[config.mk]
export PLATFORM = sky130hd
export DESIGN_NAME = scr1_reset_seq_ctrl_flat
export DESIGN_NICKNAME = d
export VERILOG_FILES = /design/src/rtl/scr1_reset_seq_ctrl_pkg.sv /design/src/rtl/scr1_reset_seq_ctrl_if.sv /design/src/rtl/scr1_reset_seq_ctrl_cnt.sv /design/src/rtl/scr1_reset_seq_ctrl.sv /design/src/flat_wrapper.sv
export SDC_FILE = /design/constraint.sdc
export NUM_CORES = 1
export LEC_CHECK = 0
export BUFFER_PORTS_ARGS = -buffer_cell sky130_fd_sc_hd__buf_4
export CAP_MARGIN = 10
export CORE_MARGIN = 5
export CORE_UTILIZATION = 36
export CTS_CLUSTER_SIZE = 30
export DETAILED_ROUTE_END_ITERATION = 12
export PLACE_DENSITY = 0.67
export RECOVER_POWER = 25
export SLEW_MARGIN = 20
export SYNTH_ARGS = -nofsm -noshare
export SYNTH_HDL_FRONTEND = slang
export SYNTH_SLANG_ARGS = --single-unit
[constraint.sdc]
create_clock -name clk -period 5.3 [get_ports clk]
set_input_delay 0.795 -clock clk [delete_from_list [all_inputs] [get_ports clk]]
set_output_delay 0.795 -clock clk [all_outputs]
set_load 0.1 [all_outputs]
[src/rtl/scr1_reset_seq_ctrl_pkg.sv]
// rtl/scr1_reset_seq_ctrl_pkg.sv - shared types and constants for the reset sequencer
//
// Purpose: sequencer state encoding and reset-cause bit positions, used by the RTL
//          and by software-facing code that decodes rst_cause.
// Ports:   none (package).
package scr1_rst_seq_pkg;

  typedef enum logic [2:0] {
    ST_ASSERT    = 3'd0,
    ST_HOLD      = 3'd1,
    ST_WAIT_SYS  = 3'd2,
    ST_GAP       = 3'd3,
    ST_WAIT_CORE = 3'd4,
    ST_RUN       = 3'd5
  } type_scr1_rst_seq_state_e;

  // Bit positions inside rst_req / rst_cause
  localparam int SCR1_RST_SRC_EXT = 0;
  localparam int SCR1_RST_SRC_WDT = 1;
  localparam int SCR1_RST_SRC_DBG = 2;
  localparam int SCR1_RST_SRC_SW  = 3;

endpackage

[src/rtl/scr1_reset_seq_ctrl_if.sv]
// rtl/scr1_reset_seq_ctrl_if.sv - request/status/reset bundle of the reset sequencer
//
// Purpose: groups every non-clock signal of the sequencer.
// Modports:
//   master - request side: drives rst_req, status feedback and rst_cause_clr,
//            observes the staged resets and the sticky flags
//   slave  - the sequencer itself
// Signals:
//   rst_req[NUM_SRC]   level reset requests (synchronised, active-high)
//   sys_rst_status     system buffer cell out of reset
//   core_rst_status    core buffer cell out of reset
//   rst_cause_clr      clears sticky cause / por_flag / seq_err while running
//   sys_rst_n_out      staged system reset, active-low
//   core_rst_n_out     staged core reset, active-low
//   seq_busy           sequence still in progress
//   rst_cause[NUM_SRC] sticky OR of all requests seen
//   por_flag           sticky power-on / hard reset indicator
//   seq_err            sticky status-wait timeout
interface scr1_reset_seq_ctrl_if #(
  parameter int NUM_SRC = 4
);
  logic [NUM_SRC-1:0] rst_req;
  logic               sys_rst_status;
  logic               core_rst_status;
  logic               rst_cause_clr;
  logic               sys_rst_n_out;
  logic               core_rst_n_out;
  logic               seq_busy;
  logic [NUM_SRC-1:0] rst_cause;
  logic               por_flag;
  logic               seq_err;

  modport master (
    output rst_req, sys_rst_status, core_rst_status, rst_cause_clr,
    input  sys_rst_n_out, core_rst_n_out, seq_busy, rst_cause, por_flag, seq_err
  );

  modport slave (
    input  rst_req, sys_rst_status, core_rst_status, rst_cause_clr,
    output sys_rst_n_out, core_rst_n_out, seq_busy, rst_cause, por_flag, seq_err
  );
endinterface

[src/rtl/scr1_reset_seq_ctrl_cnt.sv]
// rtl/scr1_reset_seq_ctrl_cnt.sv - loadable saturating down-counter
//
// Purpose: single countdown shared by the hold, stage-gap and timeout phases.
// Ports:
//   clk        clock
//   rst        synchronous active-high reset (counter -> 0)
//   i_load     load i_load_val (has priority over i_dec)
//   i_load_val value to load
//   i_dec      decrement; holds at zero
//   o_is_zero  counter equals zero
module scr1_rst_seq_cnt #(
  parameter int CNT_W = 8
) (
  input  logic             clk,
  input  logic             rst,
  input  logic             i_load,
  input  logic [CNT_W-1:0] i_load_val,
  input  logic             i_dec,
  output logic             o_is_zero
);

  logic [CNT_W-1:0] r_cnt;

  always_ff @(posedge clk) begin
    if (rst) begin
      r_cnt <= '0;
    end else if (i_load) begin
      r_cnt <= i_load_val;
    end else if (i_dec && (r_cnt != '0)) begin
      r_cnt <= r_cnt - 1'b1;
    end
  end

  assign o_is_zero = (r_cnt == '0);

endmodule

[src/rtl/scr1_reset_seq_ctrl.sv]
// rtl/scr1_reset_seq_ctrl.sv - staged system/core reset sequencer
//
// Purpose: merges synchronised reset requests, releases the system reset after a
//          quiet hold period, then the core reset after the system buffer cell
//          acknowledges and a fixed gap; records a sticky reset cause.
// Optional: define SCR1_RST_SEQ_TIMEOUT_EN to bound both status waits by TIMEOUT
//          cycles (restart + sticky seq_err on expiry); otherwise seq_err is 0.
// Ports:
//   clk  clock
//   rst  synchronous active-high reset
//   bus  scr1_reset_seq_ctrl_if.slave (requests, status feedback, staged resets,
//        busy, sticky cause / por_flag / seq_err); all outputs are flops
module scr1_reset_seq_ctrl
  import scr1_rst_seq_pkg::*;
#(
  parameter int HOLD_CYCLES = 16,
  parameter int STAGE_GAP   = 4,
  parameter int NUM_SRC     = 4,
  parameter int CNT_W       = 8,
  parameter int TIMEOUT     = 64
) (
  input logic                  clk,
  input logic                  rst,
  scr1_reset_seq_ctrl_if.slave bus
);

  localparam logic [CNT_W-1:0] LP_HOLD_LD = CNT_W'(HOLD_CYCLES - 1);
  localparam logic [CNT_W-1:0] LP_GAP_LD  = CNT_W'(STAGE_GAP - 1);
`ifdef SCR1_RST_SEQ_TIMEOUT_EN
  localparam logic [CNT_W-1:0] LP_TMO_LD  = CNT_W'(TIMEOUT - 1);
`endif

  type_scr1_rst_seq_state_e r_state;
  type_scr1_rst_seq_state_e w_state_nxt;

  logic               r_sys_n;
  logic               r_core_n;
  logic               r_busy;
  logic [NUM_SRC-1:0] r_cause;
  logic               r_por;

  logic               w_req_any;
  logic               w_released;
  logic               w_clr_ok;
  logic               w_ld;
  logic [CNT_W-1:0]   w_ld_val;
  logic               w_dec;
  logic               w_cnt_zero;
  logic               w_err_set;

  assign w_req_any  = |bus.rst_req;
  assign w_clr_ok   = bus.rst_cause_clr && (r_state == ST_RUN);
  // System reset already released: a new request restarts the whole sequence
  assign w_released = (r_state == ST_WAIT_SYS) || (r_state == ST_GAP) ||
                      (r_state == ST_WAIT_CORE) || (r_state == ST_RUN);

  scr1_rst_seq_cnt #(.CNT_W(CNT_W)) u_cnt (
    .clk        (clk),
    .rst        (rst),
    .i_load     (w_ld),
    .i_load_val (w_ld_val),
    .i_dec      (w_dec),
    .o_is_zero  (w_cnt_zero)
  );

  always_ff @(posedge clk) begin
    if (rst) begin
      r_state <= ST_ASSERT;
    end else begin
      r_state <= w_state_nxt;
    end
  end

  always_comb begin
    w_state_nxt = r_state;
    w_ld        = 1'b0;
    w_ld_val    = '0;
    w_dec       = 1'b0;
    w_err_set   = 1'b0;
    case (r_state)
      ST_ASSERT: begin
        w_state_nxt = ST_HOLD;
        w_ld        = 1'b1;
        w_ld_val    = LP_HOLD_LD;
      end
      ST_HOLD: begin
        if (w_req_any) begin
          w_ld     = 1'b1;
          w_ld_val = LP_HOLD_LD;
        end else if (w_cnt_zero) begin
          w_state_nxt = ST_WAIT_SYS;
`ifdef SCR1_RST_SEQ_TIMEOUT_EN
          w_ld     = 1'b1;
          w_ld_val = LP_TMO_LD;
`endif
        end else begin
          w_dec = 1'b1;
        end
      end
      ST_WAIT_SYS: begin
        if (bus.sys_rst_status) begin
          w_state_nxt = ST_GAP;
          w_ld        = 1'b1;
          w_ld_val    = LP_GAP_LD;
        end
`ifdef SCR1_RST_SEQ_TIMEOUT_EN
        else if (w_cnt_zero) begin
          w_state_nxt = ST_ASSERT;
          w_err_set   = 1'b1;
        end else begin
          w_dec = 1'b1;
        end
`endif
      end
      ST_GAP: begin
        if (w_cnt_zero) begin
          w_state_nxt = ST_WAIT_CORE;
`ifdef SCR1_RST_SEQ_TIMEOUT_EN
          w_ld     = 1'b1;
          w_ld_val = LP_TMO_LD;
`endif
        end else begin
          w_dec = 1'b1;
        end
      end
      ST_WAIT_CORE: begin
        if (bus.core_rst_status) begin
          w_state_nxt = ST_RUN;
        end
`ifdef SCR1_RST_SEQ_TIMEOUT_EN
        else if (w_cnt_zero) begin
          w_state_nxt = ST_ASSERT;
          w_err_set   = 1'b1;
        end else begin
          w_dec = 1'b1;
        end
`endif
      end
      ST_RUN: begin
        // Status drops here are downstream faults, not requests: ignored
      end
      default: begin
        w_state_nxt = ST_ASSERT;
      end
    endcase
    // A request after system release overrides whatever the phase was doing
    if (w_req_any && w_released) begin
      w_state_nxt = ST_ASSERT;
      w_ld        = 1'b0;
      w_dec       = 1'b0;
      w_err_set   = 1'b0;
    end
  end

  // Outputs are registered copies decoded from the next state, so they change
  // on the same edge as the state and have no input-to-output path.
  always_ff @(posedge clk) begin
    if (rst) begin
      r_sys_n  <= 1'b0;
      r_core_n <= 1'b0;
      r_busy   <= 1'b1;
      r_cause  <= '0;
      r_por    <= 1'b1;
    end else begin
      r_sys_n  <= (w_state_nxt == ST_WAIT_SYS) || (w_state_nxt == ST_GAP) ||
                  (w_state_nxt == ST_WAIT_CORE) || (w_state_nxt == ST_RUN);
      r_core_n <= (w_state_nxt == ST_WAIT_CORE) || (w_state_nxt == ST_RUN);
      r_busy   <= (w_state_nxt != ST_RUN);
      // New requests win over a simultaneous clear
      r_cause  <= (w_clr_ok ? '0 : r_cause) | bus.rst_req;
      if (w_clr_ok) begin
        r_por <= 1'b0;
      end
    end
  end

`ifdef SCR1_RST_SEQ_TIMEOUT_EN
  logic r_err;

  always_ff @(posedge clk) begin
    if (rst) begin
      r_err <= 1'b0;
    end else if (w_err_set) begin
      r_err <= 1'b1;
    end else if (w_clr_ok) begin
      r_err <= 1'b0;
    end
  end

  assign bus.seq_err = r_err;
`else
  // Constant 0 for every legal TIMEOUT; no timeout logic in this build
  assign bus.seq_err = (TIMEOUT < 0);
`endif

  assign bus.sys_rst_n_out  = r_sys_n;
  assign bus.core_rst_n_out = r_core_n;
  assign bus.seq_busy       = r_busy;
  assign bus.rst_cause      = r_cause;
  assign bus.por_flag       = r_por;

endmodule
[src/flat_wrapper.sv]
// flat-port wrapper written by rule: the top's interface ports become plain ports
module scr1_reset_seq_ctrl_flat import scr1_rst_seq_pkg::*;
#(
  parameter int HOLD_CYCLES = 16,
  parameter int STAGE_GAP   = 4,
  parameter int NUM_SRC     = 4,
  parameter int CNT_W       = 8,
  parameter int TIMEOUT     = 64
)
  (clk, rst, bus_rst_req, bus_sys_rst_status, bus_core_rst_status, bus_rst_cause_clr, bus_sys_rst_n_out, bus_core_rst_n_out, bus_seq_busy, bus_rst_cause, bus_por_flag, bus_seq_err);
  scr1_reset_seq_ctrl_if #(.NUM_SRC(NUM_SRC)) bus_i ();
  input logic clk;
  input logic rst;
  input wire logic [$bits(bus_i.rst_req)-1:0] bus_rst_req;
  input wire logic [$bits(bus_i.sys_rst_status)-1:0] bus_sys_rst_status;
  input wire logic [$bits(bus_i.core_rst_status)-1:0] bus_core_rst_status;
  input wire logic [$bits(bus_i.rst_cause_clr)-1:0] bus_rst_cause_clr;
  output wire logic [$bits(bus_i.sys_rst_n_out)-1:0] bus_sys_rst_n_out;
  output wire logic [$bits(bus_i.core_rst_n_out)-1:0] bus_core_rst_n_out;
  output wire logic [$bits(bus_i.seq_busy)-1:0] bus_seq_busy;
  output wire logic [$bits(bus_i.rst_cause)-1:0] bus_rst_cause;
  output wire logic [$bits(bus_i.por_flag)-1:0] bus_por_flag;
  output wire logic [$bits(bus_i.seq_err)-1:0] bus_seq_err;
  assign bus_i.rst_req = bus_rst_req;
  assign bus_i.sys_rst_status = bus_sys_rst_status;
  assign bus_i.core_rst_status = bus_core_rst_status;
  assign bus_i.rst_cause_clr = bus_rst_cause_clr;
  assign bus_sys_rst_n_out = bus_i.sys_rst_n_out;
  assign bus_core_rst_n_out = bus_i.core_rst_n_out;
  assign bus_seq_busy = bus_i.seq_busy;
  assign bus_rst_cause = bus_i.rst_cause;
  assign bus_por_flag = bus_i.por_flag;
  assign bus_seq_err = bus_i.seq_err;
  scr1_reset_seq_ctrl #(.HOLD_CYCLES(HOLD_CYCLES), .STAGE_GAP(STAGE_GAP), .NUM_SRC(NUM_SRC), .CNT_W(CNT_W), .TIMEOUT(TIMEOUT)) u_core (.clk(clk), .rst(rst), .bus(bus_i));
endmodule
After elaboration in Yosys (flattened, before gate mapping):

Index checks and enable logic that the tools add are counted.

* output and inout bits: 9
* bits of input ports: 9
* logic and storage cells: 55
* bits in registers: 19

* multiplexer cells: 21
* eq/ne operators: 10
* reduce and logical (&&, ||, !) cells: 15
* add/sub/neg operators: 1
* bitwise operators: 1

Operators with widths (number)
* $pmux 8 s3: 1
* $mux 3: 6
* $pmux 3 s6: 1
* $mux 8: 2
* $eq 3x2->1 const B: 4
* $eq 3x3->1 const B: 4
* $logic_not 8->1: 1
* $mux 4: 2
* $reduce_bool 8->1: 1
* $sub 8x1->8 const B: 1
* $logic_or 1x1->1: 7
* $mux 1: 6
* $or 4x4->4: 1
* $reduce_or 4->1: 1
* $eq 3x1->1 const B: 1
* $logic_and 1x1->1: 3
* $logic_not 3->1: 1
* $ne 3x3->1 const B: 1
* $pmux 1 s3: 1
* $mux 2: 1
* $pmux 1 s2: 1
* $reduce_bool 2->1: 1

Depth between registers and ports, before layout:

Gate-level depths: netlist of the first run.

* depth after elaboration: 10
* depth in mapped cells: 8
* depth with buffers taken out: 7

Hierarchy:

A second synthesis of the first run with hierarchy kept.

* cell total of the unflattened synthesis: 119
* area, all modules: 1068.5 sq um

Modules (own cells, without submodules)
* scr1_reset_seq_ctrl: sequential area each 220.2 sq um, cells each 60, times used 1, area each 553.0 sq um
* scr1_rst_seq_cnt: sequential area each 160.2 sq um, cells each 59, times used 1, area each 515.5 sq um

Least setup slack after synthesis of the first run:

No wires, ideal clock.

* path type: in2reg
* start: input port bus_rst_req[1]
* end: register u_core.u_cnt.r_cnt[6]
* data arrival time: 2.083 ns
* data required time: 5.172 ns
* setup time: 0.128 ns
* buffers on the path: 1
* setup slack: 3.089 ns
* stages: 6
* cell sequence: or4_4 -> a2111oi_2 -> buf_4 -> nand3_1 -> xor2_1 -> nor3_2

* longest elaborated chain between the ends: 6
* elaborated cells on any way between the ends: 11
* those cells by class: mux: 7; reduce/logical: 4

RTL lines
* start, declared: line flat_wrapper.sv:14 `input wire logic [$bits(bus_i.rst_req)-1:0] bus_rst_req;`
* $reduce_or 4->1 *: line scr1_reset_seq_ctrl.sv:51 `assign w_req_any = |bus.rst_req;`
* $mux 1: line scr1_reset_seq_ctrl.sv:87 `if (w_req_any) begin`
* $pmux 1 s2: line scr1_reset_seq_ctrl.sv:80 `case (r_state)`
* $mux 1: line scr1_reset_seq_ctrl.sv:147 `if (w_req_any && w_released) begin`
* $logic_and 1x1->1: line scr1_reset_seq_ctrl_cnt.sv:29 `end else if (i_dec && (r_cnt != '0)) begin`
* $reduce_bool 2->1 (no source line)
* end signal, assigned: line scr1_reset_seq_ctrl_cnt.sv:28 `r_cnt <= i_load_val;`
* end signal, assigned: line scr1_reset_seq_ctrl_cnt.sv:30 `r_cnt <= r_cnt - 1'b1;`
* end, declared: line scr1_reset_seq_ctrl_cnt.sv:22 `logic [CNT_W-1:0] r_cnt;`

Every way passes the cells marked *; elsewhere a longest branch is shown, timed or not.
A chain may end at the register's enable or synchronous reset.

Worst setup path in the final report of the first run:

* start: input port bus_rst_req[1]
* end: register u_core.u_cnt.r_cnt[7]

Same word-level chain as after synthesis.

==> results.cfg, run 1 <==
[yosys]
synth.net_count = 108
syn_inst = 98
post_synth_num_cell_types = 36
ys.warnings.count = 0
synth-compound-area-share_pct = 20.8
synth-async-reset-ratio_pct = 0
synth_top_area_share_pct = 41.6
combinational_family_with_the_most_area_after_synthesis = simple AND/OR/NAND/NOR gates
ys_top_cells_by_area = sky130_fd_sc_hd__dfxtp_1 42%, sky130_fd_sc_hd__a21oi_1 6.0%, sky130_fd_sc_hd__xor2_1 4.8%
cell_accounting_for_the_most_synthesized_area = sky130_fd_sc_hd__dfxtp_1
post_synthesis_xor_xnor_area_fraction_pct = 5.75
post_synth_fa_ha_maj_area_fraction_pct = 2.47
mux_cell_area_share_after_synthesis_pct = 0
post_synth_and_or_nand_nor_area_fraction_pct = 24.0
syn_avg_cell_area_sq_um = 9.32
synthMostInstantiatedCell = sky130_fd_sc_hd__dfxtp_1
ys_top_cells_by_count = 19 x sky130_fd_sc_hd__dfxtp_1, 11 x sky130_fd_sc_hd__a21oi_1, 8 x sky130_fd_sc_hd__nor2_1
seq_area_frac_synth_pct = 41.6
yosys_register_bits = 19
syn-cell-area_sq_um = 913
number_of_flops_mapped_to_enable_cells_by_yosys = 0
ys.flop_type = sky130_fd_sc_hd__dfxtp_1

[floorplanning]
fp-row-count = 18
dieArea_sq_mm = 0.00364
floorplan.die.width_microns = 60.4
area_of_the_core_sq_mm = 0.00245
io_pins = 18
die_y_microns = 60.4
initial_util_pct = 37.2

[routing]
detailedRoute.firstIterationViolations = 9
drtAntennaViolNets = 0
totalWireLength_mm = 1.74
drc = 0
wl_per_cell_microns = 12.2
drt_pass1_iterations = 4
vias_per_cell = 5.40
vias = 772

[worst_setup_path]
critical-path-top-delay-family = simple AND/OR/NAND/NOR gates
reg2reg_depth = 7
reg2reg_slack_ns = 2.92
crit_slowest_cell = sky130_fd_sc_hd__a2111oi_2
setup.worst_path.end_class = register
worst-endpoint-arrival_ns = 2.83
required_time_of_the_worst_setup_path_ns = 5.52
critical_path.n_buffers_inverters = 1
crit_fanout = 11
r2r_end = u_core.u_cnt.r_cnt[7]
timing.setup.critical_path_class = primary input to register
critical_path.startpoint_type = primary input
worst_r2r_startpoint = u_core.u_cnt.r_cnt[0]
crit_chain = buf_4, or4_4, a2111oi_2, nand4_1, xor2_1, nor3_1
worst_path_largest_cell_delay_ns = 0.82

[hold_path]
timing.hold.worst.class = register to register
hold_start = u_core.bus.por_flag
hold-path-cell-count = 1
min_delay_worst_endpoint = u_core.bus.por_flag

[timing]
timing.fmax_mhz = 384
hold_slack_ns = 0.466
final_setup_violation_count = 0
tns_ns = 0
finalCritPeriodShare_pct = 49.2
timing.final.max_slew_violations = 0
finalCriticalPeriod_ns = 2.61
grt_setup_unrepaired = no
worst_clock_skew_ns = 0.00379
final_hold_viol_count = 0
slew_headroom_pct = 30.5
tightestPinTransition_ns = 1.04

[global_route]
global_route.usage.total_pct = 11.2
global_route_wire_length_before_repair_mm = 3.19
globalRoute.totalOverflow = 0
grt_pass1_vias = 745
initial_antenna_violation_count = 0
grt_max_degree = 16

[clock_network]
clk_root_buffer_cell = sky130_fd_sc_hd__clkbuf_4
tritoncts_num_sinks = 19
cts_inserted_buffers = 3
path_clk_slew_ns = 0.10
cts.repair.resized = 0
cts-root-to-sink-buffers = 2
postCtsSetupRepairBufs = 0
worst_skew_pair.late_latency_ns = 0.29
cts_tree = built
post_cts_hold_buffer_count = 0
clock_tree.htree_level_count = 1

[placed_design]
dp_hpwl_mm = 1.32
port_buffers = 16
globalplace.congestion = 0.815

[flow_run]
max-cap-violations = 0

[pwr]
power.density_mw_per_mm2 = 249
max-vdd-ir-drop_mv = 0.156
static-leakage-power_uw = 0.000387
fin_total_pwr_uw = 266

[finish]
multi_input_comb_area_sq_um = 483
area.growth.synth_to_final_pct = 16.7
fillerInstances = 236
antennaDiodeCount = 0
final-seq-area_sq_um = 380
number_of_nets_at_the_end_of_the_flow = 124
layout_cell_share_with_drive_strength_beyond_1_pct = 23.0
postLayoutCoreUtil_pct = 43.4

[outcome]
status = completed
[state kept, by name, indices dropped and copies added, names as in the netlist]
name,count
u_core.r_state,3
u_core.bus.core_rst_n_out,1
u_core.bus.por_flag,1
u_core.bus.seq_busy,1
u_core.bus.rst_cause,4
u_core.u_cnt.r_cnt,8
u_core.bus.sys_rst_n_out,1
[area by class of cell]
| class | instances | area share [%] |
|---|---|---|
| inverters | 5 | 1.76 |
| clock buffers | 4 | 2.46 |
| flip-flops and latches | 19 | 35.7 |
| well taps | 30 | 3.52 |
| multi-input cells | 69 | 45.3 |
| repair buffers | 16 | 11.3 |
[power breakdown]
part	switching (uW)	internal, uW	total (uW)
combinational	30.5	12.5	43.0
sequential	4.01	147	151
clock	42.0	29.2	71.2
total	76.5	189	266
[worst reg2reg max path, delay by kind of cell, from the launching register on]
| kind | cells | cell delay, ns |
|---|---|---|
| buffers and inverters | 1 | 0.06 |
| XOR/XNOR | 1 | 0.20 |
| flip-flops | 1 | 0.39 |
| AND/OR/NAND/NOR | 3 | 0.56 |
| AO/OA/AOI/OAI | 1 | 0.90 |
| adder cells (fa/ha/maj) | 1 | 0.22 |
[how the worst max path moves through the flow]
stage | depth (start not counted) | start | to | slack [ns]
2_1_floorplan | 6 | bus_rst_req[1] | u_core.u_cnt.r_cnt[6] | 3.09
3_3_place_gp | 6 | bus_rst_req[1] | u_core.u_cnt.r_cnt[7] | 2.46
3_5_place_dp | 6 | bus_rst_req[1] | u_core.u_cnt.r_cnt[7] | 2.41
4_1_cts | 6 | bus_rst_req[1] | u_core.u_cnt.r_cnt[7] | 2.72
5_1_grt | 6 | bus_rst_req[1] | u_core.u_cnt.r_cnt[5] | 2.50
6_report | 6 | bus_rst_req[1] | u_core.u_cnt.r_cnt[7] | 2.69
[placed cells by master (no fill, tap or decap), types with 2 or more instances in the layout]
| cell type | instances |
|---|---|
| sky130_fd_sc_hd__a211oi_1 | 4 |
| sky130_fd_sc_hd__a21oi_1 | 11 |
| sky130_fd_sc_hd__buf_4 | 16 |
| sky130_fd_sc_hd__clkbuf_4 | 3 |
| sky130_fd_sc_hd__dfxtp_1 | 19 |
| sky130_fd_sc_hd__inv_1 | 5 |
| sky130_fd_sc_hd__nand2_1 | 3 |
| sky130_fd_sc_hd__nand2b_1 | 2 |
| sky130_fd_sc_hd__nand3_1 | 5 |
| sky130_fd_sc_hd__nor2_1 | 8 |
| sky130_fd_sc_hd__nor3_1 | 5 |
| sky130_fd_sc_hd__nor3_2 | 2 |
| sky130_fd_sc_hd__nor3b_1 | 2 |
| sky130_fd_sc_hd__o22ai_1 | 2 |
| sky130_fd_sc_hd__xor2_1 | 5 |
[layer usage]
| metal | share of wire (%) | vias to the layer above | GRT usage [%] | wire, microns |
|---|---|---|---|---|
| met3 | 4.8 | 2 | 2.98 | 84 |
| met4 | 0.46 | 0 | 2.85 | 8 |
| met1 | 46 | 367 | 15.1 | 805 |
| met5 | 0 | - | 0 | 0 |
| met2 | 48 | 18 | 17.7 | 840 |
| li1 | - | 385 | - | - |
[stage by stage]
stage | setup slack (ns) | cell area (sq um) | instances
after floorplan | 3.09 | 913 | 98
after CTS | 2.72 | 1070 | 143
final | 2.69 | 1070 | 143
after global routing | 2.50 | 1070 | 143
after detailed placement | 2.41 | 1040 | 139
after global placement | 2.46 | 1040 | 139
[cell families (layout without fill, tap and decap cells)]
kind of cell | count (synthesis) | in the layout
xor gates and xnor gates | 6 | 6
adders and majority gates | 2 | 2
AOI/OAI and AO/OA | 26 | 26
buffers and inverters | 10 | 25
DFF | 19 | 19
other | 1 | 1
and+or+nand+nor | 34 | 34
Power figures use the tool's default switching activity.
==> run 2, diff against run 1 <==
--- a/config.mk
+++ b/config.mk
@@ -11,7 +11,7 @@
 export CORE_UTILIZATION = 36
 export CTS_CLUSTER_SIZE = 30
 export DETAILED_ROUTE_END_ITERATION = 12
-export PLACE_DENSITY = 0.67
+export PLACE_DENSITY = 0.69
 export RECOVER_POWER = 25
 export SLEW_MARGIN = 20
 export SYNTH_ARGS = -nofsm -noshare
==> constraint.sdc (replaced) <==
create_clock -name clk -period 2.3 [get_ports clk]
set_input_delay 0.345 -clock clk [delete_from_list [all_inputs] [get_ports clk]]
set_output_delay 0.345 -clock clk [all_outputs]
set_load 0.1 [all_outputs]
==> run 2 against run 1 <==
Compared with the run above: sequential share of layout area shrank 0.17 points; final area grew 0.47%; first-iteration DRC count grew 67%; power grew 130%; utilization grew 0.20 points; global-route usage grew 0.20 points.
==> results.cfg, run 2 (same netlist as run 1, synthesis figures left out) <==
[floorplanning]
fp-row-count = 18
initial_util_pct = 37.2
io_pins = 18
die_y_microns = 60.4
area_of_the_core_sq_mm = 0.00245
dieArea_sq_mm = 0.00364
floorplan.die.width_microns = 60.4

[worst_setup_path]
critical_path.startpoint_type = register
critical-path-top-delay-family = buffers and inverters
crit_fanout = 11
crit_chain = inv_1, ha_1, nor3b_2, buf_4, a2111oi_2, buf_4, nand4_1, xor2_1, nor3_1
critical_path.n_buffers_inverters = 3
worst_path_largest_cell_delay_ns = 0.38
worst-endpoint-arrival_ns = 2.18
critical_path_depth = 9
reg2reg_depth = 9
reg2reg_slack_ns = 0.34
r2r_end = u_core.u_cnt.r_cnt[7]
timing.setup.critical_path_class = register to register
timing.critical_path.mode_cell = sky130_fd_sc_hd__buf_4
setup.worst_path.end_class = register
crit_slowest_cell = sky130_fd_sc_hd__dfxtp_1
worst_r2r_startpoint = u_core.u_cnt.r_cnt[0]
required_time_of_the_worst_setup_path_ns = 2.52

[pwr]
power.density_mw_per_mm2 = 575
max-vdd-ir-drop_mv = 0.349
fin_total_pwr_uw = 616
static-leakage-power_uw = 0.000382

[flow_run]
max-cap-violations = 0

[routing]
totalWireLength_mm = 1.82
drc = 0
vias_per_cell = 5.21
drt_pass1_iterations = 3
wl_per_cell_microns = 12.5
detailedRoute.firstIterationViolations = 15
drtAntennaViolNets = 0
vias = 761

[finish]
largest_reg_flops = 8
layout_cell_share_with_drive_strength_beyond_1_pct = 20.7
layout_common_cells = 19 x sky130_fd_sc_hd__dfxtp_1, 13 x sky130_fd_sc_hd__buf_4, 11 x sky130_fd_sc_hd__a21oi_1
most_common_library_cell_in_the_layout_ignoring_fill_and_taps = sky130_fd_sc_hd__dfxtp_1
postLayoutCoreUtil_pct = 43.6
number_of_nets_at_the_end_of_the_flow = 127
antennaDiodeCount = 0
max_flop_register = u_core.u_cnt.r_cnt
area.growth.synth_to_final_pct = 17.3

[global_route]
grt_pass1_vias = 772
global_route_wire_length_before_repair_mm = 3.15
globalRoute.totalOverflow = 0
grt_max_degree = 16
global_route.usage.total_pct = 11.4
initial_antenna_violation_count = 0

[clock_network]
path_clk_slew_ns = 0.11
clk_root_buffer_cell = sky130_fd_sc_hd__clkbuf_4
cts_tree = built
cts_inserted_buffers = 3
post_cts_hold_buffer_count = 0
cts-root-to-sink-buffers = 2
postCtsSetupRepairBufs = 0
cts.repair.resized = 0
tritoncts_num_sinks = 19
worst_skew_pair.late_latency_ns = 0.29
clock_tree.htree_level_count = 1

[timing]
timing.fmax_mhz = 510
hold_slack_ns = 0.295
slew_headroom_pct = 22.6
finalCriticalPeriod_ns = 1.96
timing.final.max_slew_violations = 0
final_setup_violation_count = 0
worst_clock_skew_ns = 0.00224
grt_setup_unrepaired = no
tns_ns = 0
finalCritPeriodShare_pct = 85.2
final_hold_viol_count = 0
tightestPinTransition_ns = 1.17

[outcome]
status = completed

[placed_design]
globalplace.congestion = 0.779
port_buffers = 16
dp_hpwl_mm = 1.35

[hold_path]
hold-path-cell-count = 3
hold_start = bus_rst_req[1]
timing.hold.worst.class = primary input to register
min_delay_worst_endpoint = u_core.bus.rst_cause[1]
## run 2: power by group
part / internal [uW] / switching (uW)
Clock: 67.4 / 99.9
Combinational: 28.4 / 71.0
Sequential: 339 / 9.70
## run 2: worst max-delay path by stage
| stage | start | endpoint |
|---|---|---|
| 2_1_floorplan | bus_rst_req[1] | u_core.u_cnt.r_cnt[6] |
| 3_3_place_gp | bus_rst_req[1] | u_core.u_cnt.r_cnt[7] |
| 3_5_place_dp | bus_rst_req[1] | u_core.u_cnt.r_cnt[7] |
| 4_1_cts | u_core.u_cnt.r_cnt[0] | u_core.u_cnt.r_cnt[7] |
| 5_1_grt | u_core.u_cnt.r_cnt[0] | u_core.u_cnt.r_cnt[5] |
| 6_report | u_core.u_cnt.r_cnt[0] | u_core.u_cnt.r_cnt[7] |
## run 2: cell type report
class | instances | area [sq um]
fillers | 239 | 1380
multi-input cells | 69 | 488
flip-flops and latches | 19 | 380
repair buffers | 19 | 120
well taps | 30 | 37.5
clock buffers | 4 | 26.3
inverters | 5 | 18.8
## run 2: worst reg2reg max path, cell delays in order, from the launching register on
cell,delay [ns]
sky130_fd_sc_hd__dfxtp_1,0.38
sky130_fd_sc_hd__inv_1,0.06
sky130_fd_sc_hd__ha_1,0.21
sky130_fd_sc_hd__nor3b_2,0.17
sky130_fd_sc_hd__buf_4,0.15
sky130_fd_sc_hd__a2111oi_2,0.28
sky130_fd_sc_hd__buf_4,0.23
sky130_fd_sc_hd__nand4_1,0.12
sky130_fd_sc_hd__xor2_1,0.17
sky130_fd_sc_hd__nor3_1,0.12
## run 2: per-layer routing
layer  global-route usage (%)  vias to the layer above  routed length, microns
met5                        0                        -                       0
met4                     5.70                        0                      17
met3                     2.77                        2                      60
met2                     19.4                       10                     884
met1                     13.2                      355                     859
li1                         -                      394                       -
## run 2: through the flow
stage          instances  setup slack (ns)  cell area (sq um)
2_1_floorplan         98             0.539                913
3_5_place_dp         142             0.361               1070
4_1_cts              146             0.343               1090
3_3_place_gp         142             0.391               1070
5_1_grt              146             0.183               1070
6_report             146             0.341               1070
==> run 3, diff against run 2 <==
--- a/config.mk
+++ b/config.mk
@@ -8,10 +8,10 @@
 export BUFFER_PORTS_ARGS = -buffer_cell sky130_fd_sc_hd__buf_4
 export CAP_MARGIN = 10
 export CORE_MARGIN = 5
-export CORE_UTILIZATION = 36
+export CORE_UTILIZATION = 47
 export CTS_CLUSTER_SIZE = 30
 export DETAILED_ROUTE_END_ITERATION = 12
-export PLACE_DENSITY = 0.69
+export PLACE_DENSITY = 0.83
 export RECOVER_POWER = 25
 export SLEW_MARGIN = 20
 export SYNTH_ARGS = -nofsm -noshare
==> run 3 against run 2 <==
Compared with the run above: worst hold slack got worse by 0.015 ns; die area fell by 20%; setup slack improved by 0.0027 ns; critical endpoint is now u_core.bus.seq_busy; highest routed layer unchanged.
==> results.cfg, run 3 (same netlist as run 1, synthesis figures left out) <==
[timing]
timing.fmax_mhz = 511
worst_clock_skew_ns = 0.00362
timing.final.max_slew_violations = 0
final_hold_viol_count = 0
finalCriticalPeriod_ns = 1.96
final_setup_violation_count = 0
tightestPinTransition_ns = 1.18
hold_slack_ns = 0.280
finalCritPeriodShare_pct = 85.1
slew_headroom_pct = 21.9
grt_setup_unrepaired = no
tns_ns = 0

[global_route]
grt_max_degree = 16
initial_antenna_violation_count = 0
globalRoute.totalOverflow = 0
global_route_wire_length_before_repair_mm = 3.42
grt_pass1_vias = 786
global_route.usage.total_pct = 16.1

[floorplanning]
io_pins = 18
fp-row-count = 16
initial_util_pct = 48.0
dieArea_sq_mm = 0.00293
die_y_microns = 54.1
floorplan.die.width_microns = 54.1
area_of_the_core_sq_mm = 0.00190

[worst_setup_path]
critical_path.n_buffers_inverters = 1
setup.worst_path.end_class = register
critical_path_depth = 7
critical_path.startpoint_type = register
worst-endpoint-arrival_ns = 2.15
crit_chain = inv_1, ha_1, nor3b_2, nand3_1, or3b_1, a21oi_1, o211ai_1
reg2reg_slack_ns = 0.34
worst_r2r_startpoint = u_core.u_cnt.r_cnt[0]
crit_start = u_core.u_cnt.r_cnt[0]
critical-path-top-delay-family = simple AND/OR/NAND/NOR gates
worst_path_largest_cell_delay_ns = 0.43
r2r_end = u_core.bus.seq_busy
crit_slowest_cell = sky130_fd_sc_hd__or3b_1
timing.setup.critical_path_class = register to register
crit_fanout = 5
required_time_of_the_worst_setup_path_ns = 2.49
reg2reg_depth = 7

[finish]
max_flop_register = u_core.u_cnt.r_cnt
postLayoutCoreUtil_pct = 55.7
layout_common_cells = 19 x sky130_fd_sc_hd__dfxtp_1, 12 x sky130_fd_sc_hd__buf_4, 11 x sky130_fd_sc_hd__a21oi_1
final_cells = 142
multi_input_comb_area_sq_um = 488
fillerInstances = 172
antennaDiodeCount = 0
largest_reg_flops = 8
number_of_nets_at_the_end_of_the_flow = 126
most_common_library_cell_in_the_layout_ignoring_fill_and_taps = sky130_fd_sc_hd__dfxtp_1
layout_cell_share_with_drive_strength_beyond_1_pct = 20.0
final-seq-area_sq_um = 380
area.growth.synth_to_final_pct = 16.0

[hold_path]
hold-path-cell-count = 3
timing.hold.worst.class = primary input to register
hold_start = bus_rst_req[1]
min_delay_worst_endpoint = u_core.bus.rst_cause[1]

[clock_network]
post_cts_hold_buffer_count = 0
worst_skew_pair.late_latency_ns = 0.31
cts_tree = built
clock_tree.htree_level_count = 1
cts_inserted_buffers = 3
cts.repair.resized = 0
cts-root-to-sink-buffers = 2
tritoncts_num_sinks = 19
path_clk_slew_ns = 0.10
clk_root_buffer_cell = sky130_fd_sc_hd__clkbuf_4
postCtsSetupRepairBufs = 0

[placed_design]
dp_hpwl_mm = 1.44
globalplace.congestion = 0.838
placed_cell_count = 138
port_buffers = 16

[pwr]
fin_total_pwr_uw = 619
max-vdd-ir-drop_mv = 0.499
power.density_mw_per_mm2 = 584
static-leakage-power_uw = 0.000376

[routing]
vias_per_cell = 5.39
totalWireLength_mm = 1.92
drtAntennaViolNets = 0
wl_per_cell_microns = 13.5
vias = 765
detailedRoute.firstIterationViolations = 7
drt_pass1_iterations = 4
drc = 0

[flow_run]
max-cap-violations = 0

[outcome]
status = completed
## run 3: cell types whose count changed in the layout (fill, tap and decap cells not counted)
cell,previous run,this run
sky130_fd_sc_hd__buf_4,13,12
## run 3: worst register-to-register path, cell delays in order, from the launching register on
cell and delay [ns]:
sky130_fd_sc_hd__dfxtp_1 0.34, sky130_fd_sc_hd__inv_1 0.06, sky130_fd_sc_hd__ha_1 0.17, sky130_fd_sc_hd__nor3b_2 0.34, sky130_fd_sc_hd__nand3_1 0.20, sky130_fd_sc_hd__or3b_1 0.44
sky130_fd_sc_hd__a21oi_1 0.20, sky130_fd_sc_hd__o211ai_1 0.10
## run 3: layout make-up
class	instances	share of cell area, %
tap	27	3.19
inverter	5	1.77
sequential	19	35.9
timing repair buffer	18	10.6
multi-input combinational	69	46.0
clock buffer	4	2.48
## run 3: routing by layer
| layer | part of all wire (%) | global-route usage (%) | vias to the layer above |
|---|---|---|---|
| met1 | 45 | 18.1 | 352 |
| li1 | - | - | 386 |
| met5 | 0 | 0 | - |
| met2 | 47 | 26.6 | 22 |
| met4 | 2.9 | 10.4 | 0 |
| met3 | 4.6 | 4.16 | 5 |
## run 3: how the worst max path moves through the flow
stage / endpoint / slack (ns)
3_5_place_dp: u_core.u_cnt.r_cnt[7] / 0.35
5_1_grt: u_core.bus.seq_busy / 0.21
4_1_cts: u_core.bus.seq_busy / 0.35
3_3_place_gp: u_core.u_cnt.r_cnt[7] / 0.35
6_report: u_core.bus.seq_busy / 0.34
2_1_floorplan: u_core.u_cnt.r_cnt[6] / 0.54
## run 3: power by group
part,switching (uW),leakage (uW),internal [uW]
Sequential,9.87,0.000156,339
Clock,103,0.0000150,67.8
Combinational,71.6,0.000205,26.8
Total,185,0.000376,434
## run 3: metrics by stage
step / cell area [sq um] / setup slack (ns)
final: 1060 / 0.343
after global routing: 1060 / 0.208
after CTS: 1080 / 0.354
after detailed placement: 1060 / 0.346
after global placement: 1060 / 0.354
after floorplan: 913 / 0.539
